$ cat src/rtl/multibyte_rx.sv
// -----------------------------------------------------------------------------
// multibyte_rx
//   UART receiver (8N1, LSB first) that collects NUM_BYTES consecutive frames
//   and assembles them into one word. The first byte received lands in
//   data[7:0], the next in data[15:8], and so on. The assembled word appears
//   on data only when every slot has been received. valid pulses for one
//   clock each time data updates.
//
// Parameters
//   CLKS_PER_BIT  clocks per bit time (must be >= 4)
//   NUM_BYTES     bytes per word; word width = 8*NUM_BYTES
//   TIMEOUT_BITS  inter-byte timeout in bit times
//
// Ports
//   clock      in   system clock
//   reset      in   asynchronous active-low reset (0 = reset)
//   RxD        in   serial line, idle high
//   data       out  last complete word, held until the next word completes
//   valid      out  1-cycle pulse when data updates
//   frame_err  out  1-cycle pulse on a low stop bit (or on an inter-byte timeout)
//   busy       out  high whenever the receiver is not idle
//
// Build option
//   MULTIBYTE_RX_TIMEOUT_EN : when defined, a partial word that sees no new
//   start bit for more than TIMEOUT_BITS*CLKS_PER_BIT clocks is dropped and
//   frame_err pulses once. When undefined, a partial word waits indefinitely.
// -----------------------------------------------------------------------------
module multibyte_rx #(
   parameter int CLKS_PER_BIT = 10416,
   parameter int NUM_BYTES    = 2,
   parameter int TIMEOUT_BITS = 20
) (
   input  logic                   clock,
   input  logic                   reset,
   input  logic                   RxD,
   output logic [8*NUM_BYTES-1:0] data,
   output logic                   valid,
   output logic                   frame_err,
   output logic                   busy
);

   localparam int WW = 8 * NUM_BYTES;
   localparam int CW = (CLKS_PER_BIT > 1) ? $clog2(CLKS_PER_BIT) : 1;
   localparam int IW = (NUM_BYTES > 1) ? $clog2(NUM_BYTES) : 1;

   localparam logic [CW-1:0] CNT_MID      = CW'(CLKS_PER_BIT / 2);
   localparam logic [CW-1:0] CNT_LAST     = CW'(CLKS_PER_BIT - 1);
   localparam logic [IW-1:0] IDX_LAST     = IW'(NUM_BYTES - 1);

`ifdef MULTIBYTE_RX_TIMEOUT_EN
   localparam int TO_CLKS = TIMEOUT_BITS * CLKS_PER_BIT;
   localparam int TW      = $clog2(TO_CLKS + 2);
   localparam logic [TW-1:0] TO_LIMIT = TW'(TO_CLKS);
`endif

   typedef enum logic [2:0] {
      IDLE,
      START,
      DATA,
      STOP,
      BREAK
   } state_t;

   state_t          state_q;
   logic            rx_meta_q;
   logic            rxs_q;
   logic [CW-1:0]   cnt_q;
   logic [2:0]      bit_q;
   logic [7:0]      shift_q;
   logic [IW-1:0]   idx_q;
   logic [WW-1:0]   word_q;
   logic [WW-1:0]   word_d;
   logic [WW-1:0]   data_q;
   logic            valid_q;
   logic            frame_err_q;
`ifdef MULTIBYTE_RX_TIMEOUT_EN
   logic [TW-1:0]   idle_cnt_q;
`endif

   // Word with the just-received byte dropped into the current slot; used both
   // to update the partial word and, on the last slot, to publish data.
   always_comb begin
      // NOTE: give every combinational output a default first so no path can
      // leave it unassigned and infer a latch.
      word_d = word_q;
      word_d[int'(idx_q) * 8 +: 8] = shift_q;
   end

   // NOTE: all sequential state uses non-blocking assignments so every
   // register samples the pre-edge values of the others.
   always_ff @(posedge clock or negedge reset) begin
      if (!reset) begin
         state_q     <= IDLE;
         rx_meta_q   <= 1'b1;
         rxs_q       <= 1'b1;
         cnt_q       <= '0;
         bit_q       <= '0;
         shift_q     <= '0;
         idx_q       <= '0;
         word_q      <= '0;
         data_q      <= '0;
         valid_q     <= 1'b0;
         frame_err_q <= 1'b0;
`ifdef MULTIBYTE_RX_TIMEOUT_EN
         idle_cnt_q  <= '0;
`endif
      end else begin
         // Two-flop synchronizer; only rxs_q is used below.
         rx_meta_q   <= RxD;
         rxs_q       <= rx_meta_q;
         valid_q     <= 1'b0;
         frame_err_q <= 1'b0;

         case (state_q)
            IDLE: begin
               if (!rxs_q) begin
                  state_q <= START;
                  cnt_q   <= '0;
`ifdef MULTIBYTE_RX_TIMEOUT_EN
                  idle_cnt_q <= '0;
`endif
               end
`ifdef MULTIBYTE_RX_TIMEOUT_EN
               else if (idx_q != '0) begin
                  // Partial word outstanding: drop it if the gap runs too long.
                  if (idle_cnt_q > TO_LIMIT) begin
                     idx_q       <= '0;
                     frame_err_q <= 1'b1;
                     idle_cnt_q  <= '0;
                  end else begin
                     idle_cnt_q <= idle_cnt_q + 1'b1;
                  end
               end
`endif
            end

            START: begin
               // Re-check the line mid start bit to reject short glitches.
               if (cnt_q == CNT_MID) begin
                  cnt_q <= '0;
                  if (!rxs_q) begin
                     state_q <= DATA;
                     bit_q   <= '0;
                  end else begin
                     state_q <= IDLE;
                  end
               end else begin
                  cnt_q <= cnt_q + 1'b1;
               end
            end

            DATA: begin
               // Counter restarted at mid start bit, so the wrap lands mid bit.
               if (cnt_q == CNT_LAST) begin
                  cnt_q          <= '0;
                  shift_q[bit_q] <= rxs_q;
                  if (bit_q == 3'd7) begin
                     state_q <= STOP;
                  end else begin
                     bit_q <= bit_q + 1'b1;
                  end
               end else begin
                  cnt_q <= cnt_q + 1'b1;
               end
            end

            STOP: begin
               if (cnt_q == CNT_LAST) begin
                  cnt_q <= '0;
                  if (rxs_q) begin
                     word_q  <= word_d;
                     state_q <= IDLE;
                     if (idx_q == IDX_LAST) begin
                        data_q  <= word_d;
                        valid_q <= 1'b1;
                        idx_q   <= '0;
                     end else begin
                        idx_q <= idx_q + 1'b1;
                     end
                  end else begin
                     frame_err_q <= 1'b1;
                     idx_q       <= '0;
                     state_q     <= BREAK;
                  end
               end else begin
                  cnt_q <= cnt_q + 1'b1;
               end
            end

            BREAK: begin
               // Hold here while the line stays low so one break gives one error.
               if (rxs_q) begin
                  state_q <= IDLE;
               end
            end

            default: begin
               state_q <= IDLE;
            end
         endcase
      end
   end

   assign data      = data_q;
   assign valid     = valid_q;
   assign frame_err = frame_err_q;
   assign busy      = (state_q != IDLE);

endmodule

$ cat config.mk
export PLATFORM = sky130hd
export DESIGN_NAME = multibyte_rx
export DESIGN_NICKNAME = d
export VERILOG_FILES = /design/src/rtl/multibyte_rx.sv
export SDC_FILE = /design/constraint.sdc
export NUM_CORES = 1
export LEC_CHECK = 0
export ABC_CLOCK_PERIOD_IN_PS = 3370
export CAP_MARGIN = 10
export CORE_MARGIN = 5
export CORE_UTILIZATION = 52
export CTS_BUF_LIST = sky130_fd_sc_hd__clkbuf_8
export DETAILED_ROUTE_END_ITERATION = 10
export MAX_ROUTING_LAYER = met4
export PLACE_DENSITY = 0.74
export SLEW_MARGIN = 20
export SYNTH_ARGS = -nofsm -noshare
export SYNTH_HDL_FRONTEND = slang
export SYNTH_SLANG_ARGS = --single-unit
$ cat constraint.sdc
create_clock -name clock -period 3.37 [get_ports clock]
set_clock_uncertainty 0.05 [all_clocks]
set_input_delay 0.674 -clock clock [delete_from_list [all_inputs] [get_ports clock]]
set_output_delay 0.674 -clock clock [all_outputs]
set_load 0.005 [all_outputs]
# Word level (Yosys, flattened, before mapping)
# Index checks and enable logic that the tools add are counted.
word_totals:
  reg_bits: 65
  inputBits: 3
  elab_cells: 78
  out_inout_bits: 19
classes:
  eq_ne: 15
  reduce_logical: 13
  mux: 31
  add_sub_neg: 4
  order_cmp: 2
  shift: 2
ops:
  columns: ["cell", "count"]
  rows:
  - ["$mux W14", 3]
  - ["$pmux W14 S3", 1]
  - ["$mux W3", 11]
  - ["$neg A4 Y33", 1]
  - ["$shift A8 B33 Y16 const A", 1]
  - ["$shiftx A8 B33 Y16", 1]
  - ["$bwmux W16", 1]
  - ["$ne A2 B2 Y1 const B", 8]
  - ["$pmux W3 S5", 1]
  - ["$add A14 B1 Y14 const B", 1]
  - ["$eq A14 B13 Y1 const B", 1]
  - ["$eq A14 B14 Y1 const B", 1]
  - ["$mux W1", 10]
  - ["$bwmux W8", 1]
  - ["$eq A3 B2 Y1 const B", 2]
  - ["$eq A3 B3 Y1 const B", 2]
  - ["$pmux W3 S2", 1]
  - ["$reduce_and A2 Y1", 3]
  - ["$reduce_and A6 Y1", 1]
  - ["$reduce_bool A3 Y1", 2]
  - ["$reduce_and A5 Y1", 1]
  - ["$lt A3 B4 Y1 const B", 1]
  - ["$reduce_and A4 Y1", 1]
  - ["$add A3 B1 Y3 const B", 1]
  - ["other kinds (10)", 10]

# Depth between registers and ports, before layout
logic_depth:
  ltp_word: 5
  depth_mapped: 8
  ltp_nobuf: 7

# Worst setup path before layout
# OpenSTA, ideal clock, no wires.
synth_timing:
  path_type: "register -> register"
  from: "register cnt_q[12]"
  to: "register word_q[0]"
  required_ns: 3.195
  setup_ns: 0.125
  n_path_buf: 1
  slack_ns: 0.963
  stages_incl_launch_ff: 7
  t_arrival_ns: 2.233
  synth_period_minus_slack_ns: 2.407
  cell_sequence: "dfrtp_1 > or4b_4 > nor4_4 > and4_1 > nor2b_1 > buf_4 > mux2_2"
synth_between:
  elab_chain_len: 2
synth_rtl:
  columns: ["item", "line_no", "rtl"]
  rows:
  - ["start, declared", "67", "logic [CW-1:0] cnt_q;"]
  - ["start signal, assigned", "148", "cnt_q <= cnt_q + 1'b1;"]
  - ["start signal, assigned", "163", "cnt_q <= cnt_q + 1'b1;"]
  - ["start signal, assigned", "186", "cnt_q <= cnt_q + 1'b1;"]
  - ["$eq A14 B14 Y1", "168", "if (cnt_q == CNT_LAST) begin"]
  - ["$reduce_and A3 Y1 (no source line)", null, null]
  - ["end signal, assigned", "171", "word_q <= word_d;"]
  - ["end, declared", "71", "logic [WW-1:0] word_q;"]
# No other way between the ends.
# A chain may end at the register's enable or synchronous reset.

# Worst setup path in the final report
layout_timing:
  from: "register cnt_q[9]"
  to: "register data_q[3], in the netlist data[3]"
layout_between:
  elab_chain_len: 2
layout_rtl:
  columns: ["item", "line_no", "rtl"]
  rows:
  - ["$eq A14 B14 Y1", "168", null]
  - ["$reduce_and A4 Y1 (no source line)", null, null]
  - ["end signal, assigned", "174", "data_q <= word_d;"]
  - ["end, declared", "73", "logic [WW-1:0] data_q;"]
# No other way between the ends.

==> impl_metrics.csv <==
group,metric,value,unit
detailed_routing,vias,1848,
run,drv_cap,0,
cts,clock_latency,0.34,ns
sta,setup_viol,0,
cts,cts.sinks,57,
final_layout,finalInstanceArea,3200,um^2
cts,postCtsHoldBufs,0,
final_layout,final_cell_mix,"55 x dfrtp_1, 20 x clkdlybuf4s50_1, 16 x mux2_2, 16 x mux2_4, 14 x nor2_1",
sta,tightest_slew,0.800,ns
place,numPortBuffers,21,
critical_path,r2r_cells,5,
floorplan,rows,26,
detailed_routing,drt_iter0_drc,120,
grt,overflow,0,
power_and_ir_drop,vdd_drop_max,0.000303,V
critical_path,worstSetupStartpointType,"flop",
grt,grt_usage,18.5,%
power_and_ir_drop,p_switching,0.000295,W
cts,htreeDepth,3,
place,hpwl,3500,um
critical_path,crit_fanout,17,
cts,cts_buffers,9,
critical_path,r2r-start,"cnt_q[9]",
sta,rsz0062_at_grt,"false",
place,dpl-instance-area,2960,um^2
cts,cts_tree,"done",
sta,tns,0,ns
final_layout,fillers,419,
power_and_ir_drop,p_comb_share,1.2,%
synth,avgSynthCellArea,11.9,um^2
cts,ctsRootBufferMaster,"clkbuf_8",
critical_path,endpoint_kind,"flop",
place,place_ws,0.682,ns
synth,netlist_instances,226,
power_and_ir_drop,clockPowerShare,51.6,%
synth,synth-async-reset-ratio,100,%
critical_path,r2r_slack,0.66,ns
floorplan,ios,22,
critical_path,setup.worst_path.start,"cnt_q[9]",
synth,syn_nets,234,
synth,synth_ff_type,"dfrtp_1",
synth,yosysTopAreaCell,"dfrtp_1",
power_and_ir_drop,power_density,456,nW/um^2
cts,clk_path_buf_depth,2,
sta,min_period,2.71,ns
detailed_routing,drc,0,
synth,synth.top_cell.area_share,51.0,%
sta,hold_viol,0,
power_and_ir_drop,power_frac_seq,47.2,%
cts,cts_resized,0,
synth,yosys_warnings,0,
sta,slew_viol_final,0,
outcome,status,"completed",
floorplan,die_y,82.0,um
detailed_routing,wl,5140,um
floorplan,fp.dieArea,6730,um^2
grt,grt_pass1_vias,1910,
power_and_ir_drop,p_int,0.00117,W
floorplan,core-area,5070,um^2
synth,ys_seq_area_share,52.9,%
grt,antenna_found_initial,0,
detailed_routing,drt_pass1_iterations,4,
synth,synth_area_leaders,"dfrtp_1 51%, mux2_4 8.9%, mux2_2 6.7%",
critical_path,cp_data_required_time,3.54,ns
synth,synth-edff-count,0,
final_layout,fin_nets,260,
detailed_routing,post_drt_wl_per_cell,15.7,um
final_layout,fin_util,63.1,%
critical_path,rr_endpoint,"data[3]",
sta,timing.fmax,369,MHz
critical_path,cp_data_arrival_time,2.88,ns
critical_path,cp_slowest_stage_delay,0.55,ns
grt,grt_max_degree,45,
critical_path,criticalPathCategory,"reg2reg",
cts,clk_pin_slew,0.07,ns
floorplan,die_x,82.0,um
hold_path,hp-class,"in2async",
sta,fin_ws,0.660,ns
final_layout,syn2layout_area_growth,18.7,%
synth,synth-seq-cells,57,
power_and_ir_drop,p_leak,1.57,nW
detailed_routing,viasPerCell,5.65,
final_layout,drive_gt1_share,23.0,%
detailed_routing,postRouteAntennaNets,0,
critical_path,worstPathCellList,"or4b_4 > nor4_4 > and4_1 > nand2_2 > mux2_4",
floorplan,start_util,53.2,%
sta,min_period_over_period,80.4,%
power_and_ir_drop,switching_share,20.2,%
grt,grt_pass1_wl,9020,um
critical_path,crit_slowest_cell,"or4b_4",
sta,maxSlewHeadroom,46.7,%
final_layout,num_antenna_cells,0,
cts,cts_setup_buffers,0,
synth,yosysUniqueCellTypes,43,
place,gp_congestion,0.855,
synth,syn_area,2700,um^2
final_layout,final_common_cell,"dfrtp_1",
==> registers in the layout, summed over array words and instances, names as in the netlist, 3 cells and up <==
name     cells
state_q      3
shift_q      8
bit_q        3
cnt_q       14
data        16
word_q       8
==> area by class of cell <==
| class | count | area, um^2 | share of cell area [%] |
|---|---|---|---|
| Clock inverter | 4 | 73.8 | 2.30 |
| Inverter | 8 | 30.0 | 0.937 |
| Sequential cell | 57 | 1430 | 44.6 |
| Clock buffer | 12 | 165 | 5.15 |
| Timing Repair Buffer | 25 | 238 | 7.42 |
| Multi-Input combinational cell | 151 | 1180 | 36.9 |
| Tap cell | 70 | 87.6 | 2.73 |
==> kinds of logic (layout without fill, tap and decap cells) <==
group | Yosys count | in the layout | share of synthesized area [%]
muxes | 32 | 32 | 15.6
buffers and inverters | 18 | 49 | 3.29
and+or+nand+nor | 69 | 69 | 14.8
xor gates and xnor gates | 2 | 2 | 0.649
DFF | 57 | 57 | 52.9
AOI/OAI and AO/OA | 43 | 43 | 10.4
adders and majority gates | 5 | 5 | 2.32
==> routing by layer <==
| layer | share of wire (%) | vias to the layer above | global-route usage, % | wire length [um] |
|---|---|---|---|---|
| met4 | 1.9 | 0 | 10.1 | 100 |
| li1 | - | 884 | - | - |
| met5 | 0 | - | - | 0 |
| met1 | 46 | 917 | 22.4 | 2360 |
| met3 | 3.9 | 9 | 5.26 | 200 |
| met2 | 48 | 38 | 27.9 | 2480 |
==> metrics by stage <==
stage	instances	hold WS (ns)	total power, W
6_report	327	0.265	0.00146
5_1_grt	327	0.311	0.00151
4_1_cts	327	0.308	0.00148
3_5_place_dp	311	0.298	0.000720
3_3_place_gp	311	0.296	0.000720
2_1_floorplan	226	0.295	0.000703
==> worst max-delay path, delay by kind of cell (launching register included) <==
family,cells,cell delay [ns]
multiplexers,1,0.42
flip-flops,1,0.44
AND/OR/NAND/NOR,4,1.68
==> synthesized netlist by cell type, types with 5 or more instances <==
cell,count
nand4_1,6
mux2_4,16
o21ai_0,9
inv_1,8
dfrtp_1,55
nand2_1,13
nor2_1,14
a21oi_1,10
clkbuf_1,5
nand3_1,6
mux2_2,16
a31oi_1,5
ha_1,5
nor3b_1,5
==> worst max-delay path by stage <==
stage | endpoint | slack, ns
floorplan | word_q[0] | 0.96
global placement | data[3] | 0.74
detailed placement | data[3] | 0.68
CTS | data[3] | 0.67
global route | data[3] | 0.56
finish | data[3] | 0.66
==> power groups by stage <==
stage	Clock [W]	Combinational [W]	Sequential [W]
floorplan	0	0.00000325	0.000700
global placement	0	0.0000184	0.000702
CTS	0.000769	0.0000186	0.000689
finish	0.000755	0.0000177	0.000689
detailed placement	0	0.0000186	0.000702
global route	0.000803	0.0000215	0.000689
(Power assumes the default switching activity.)
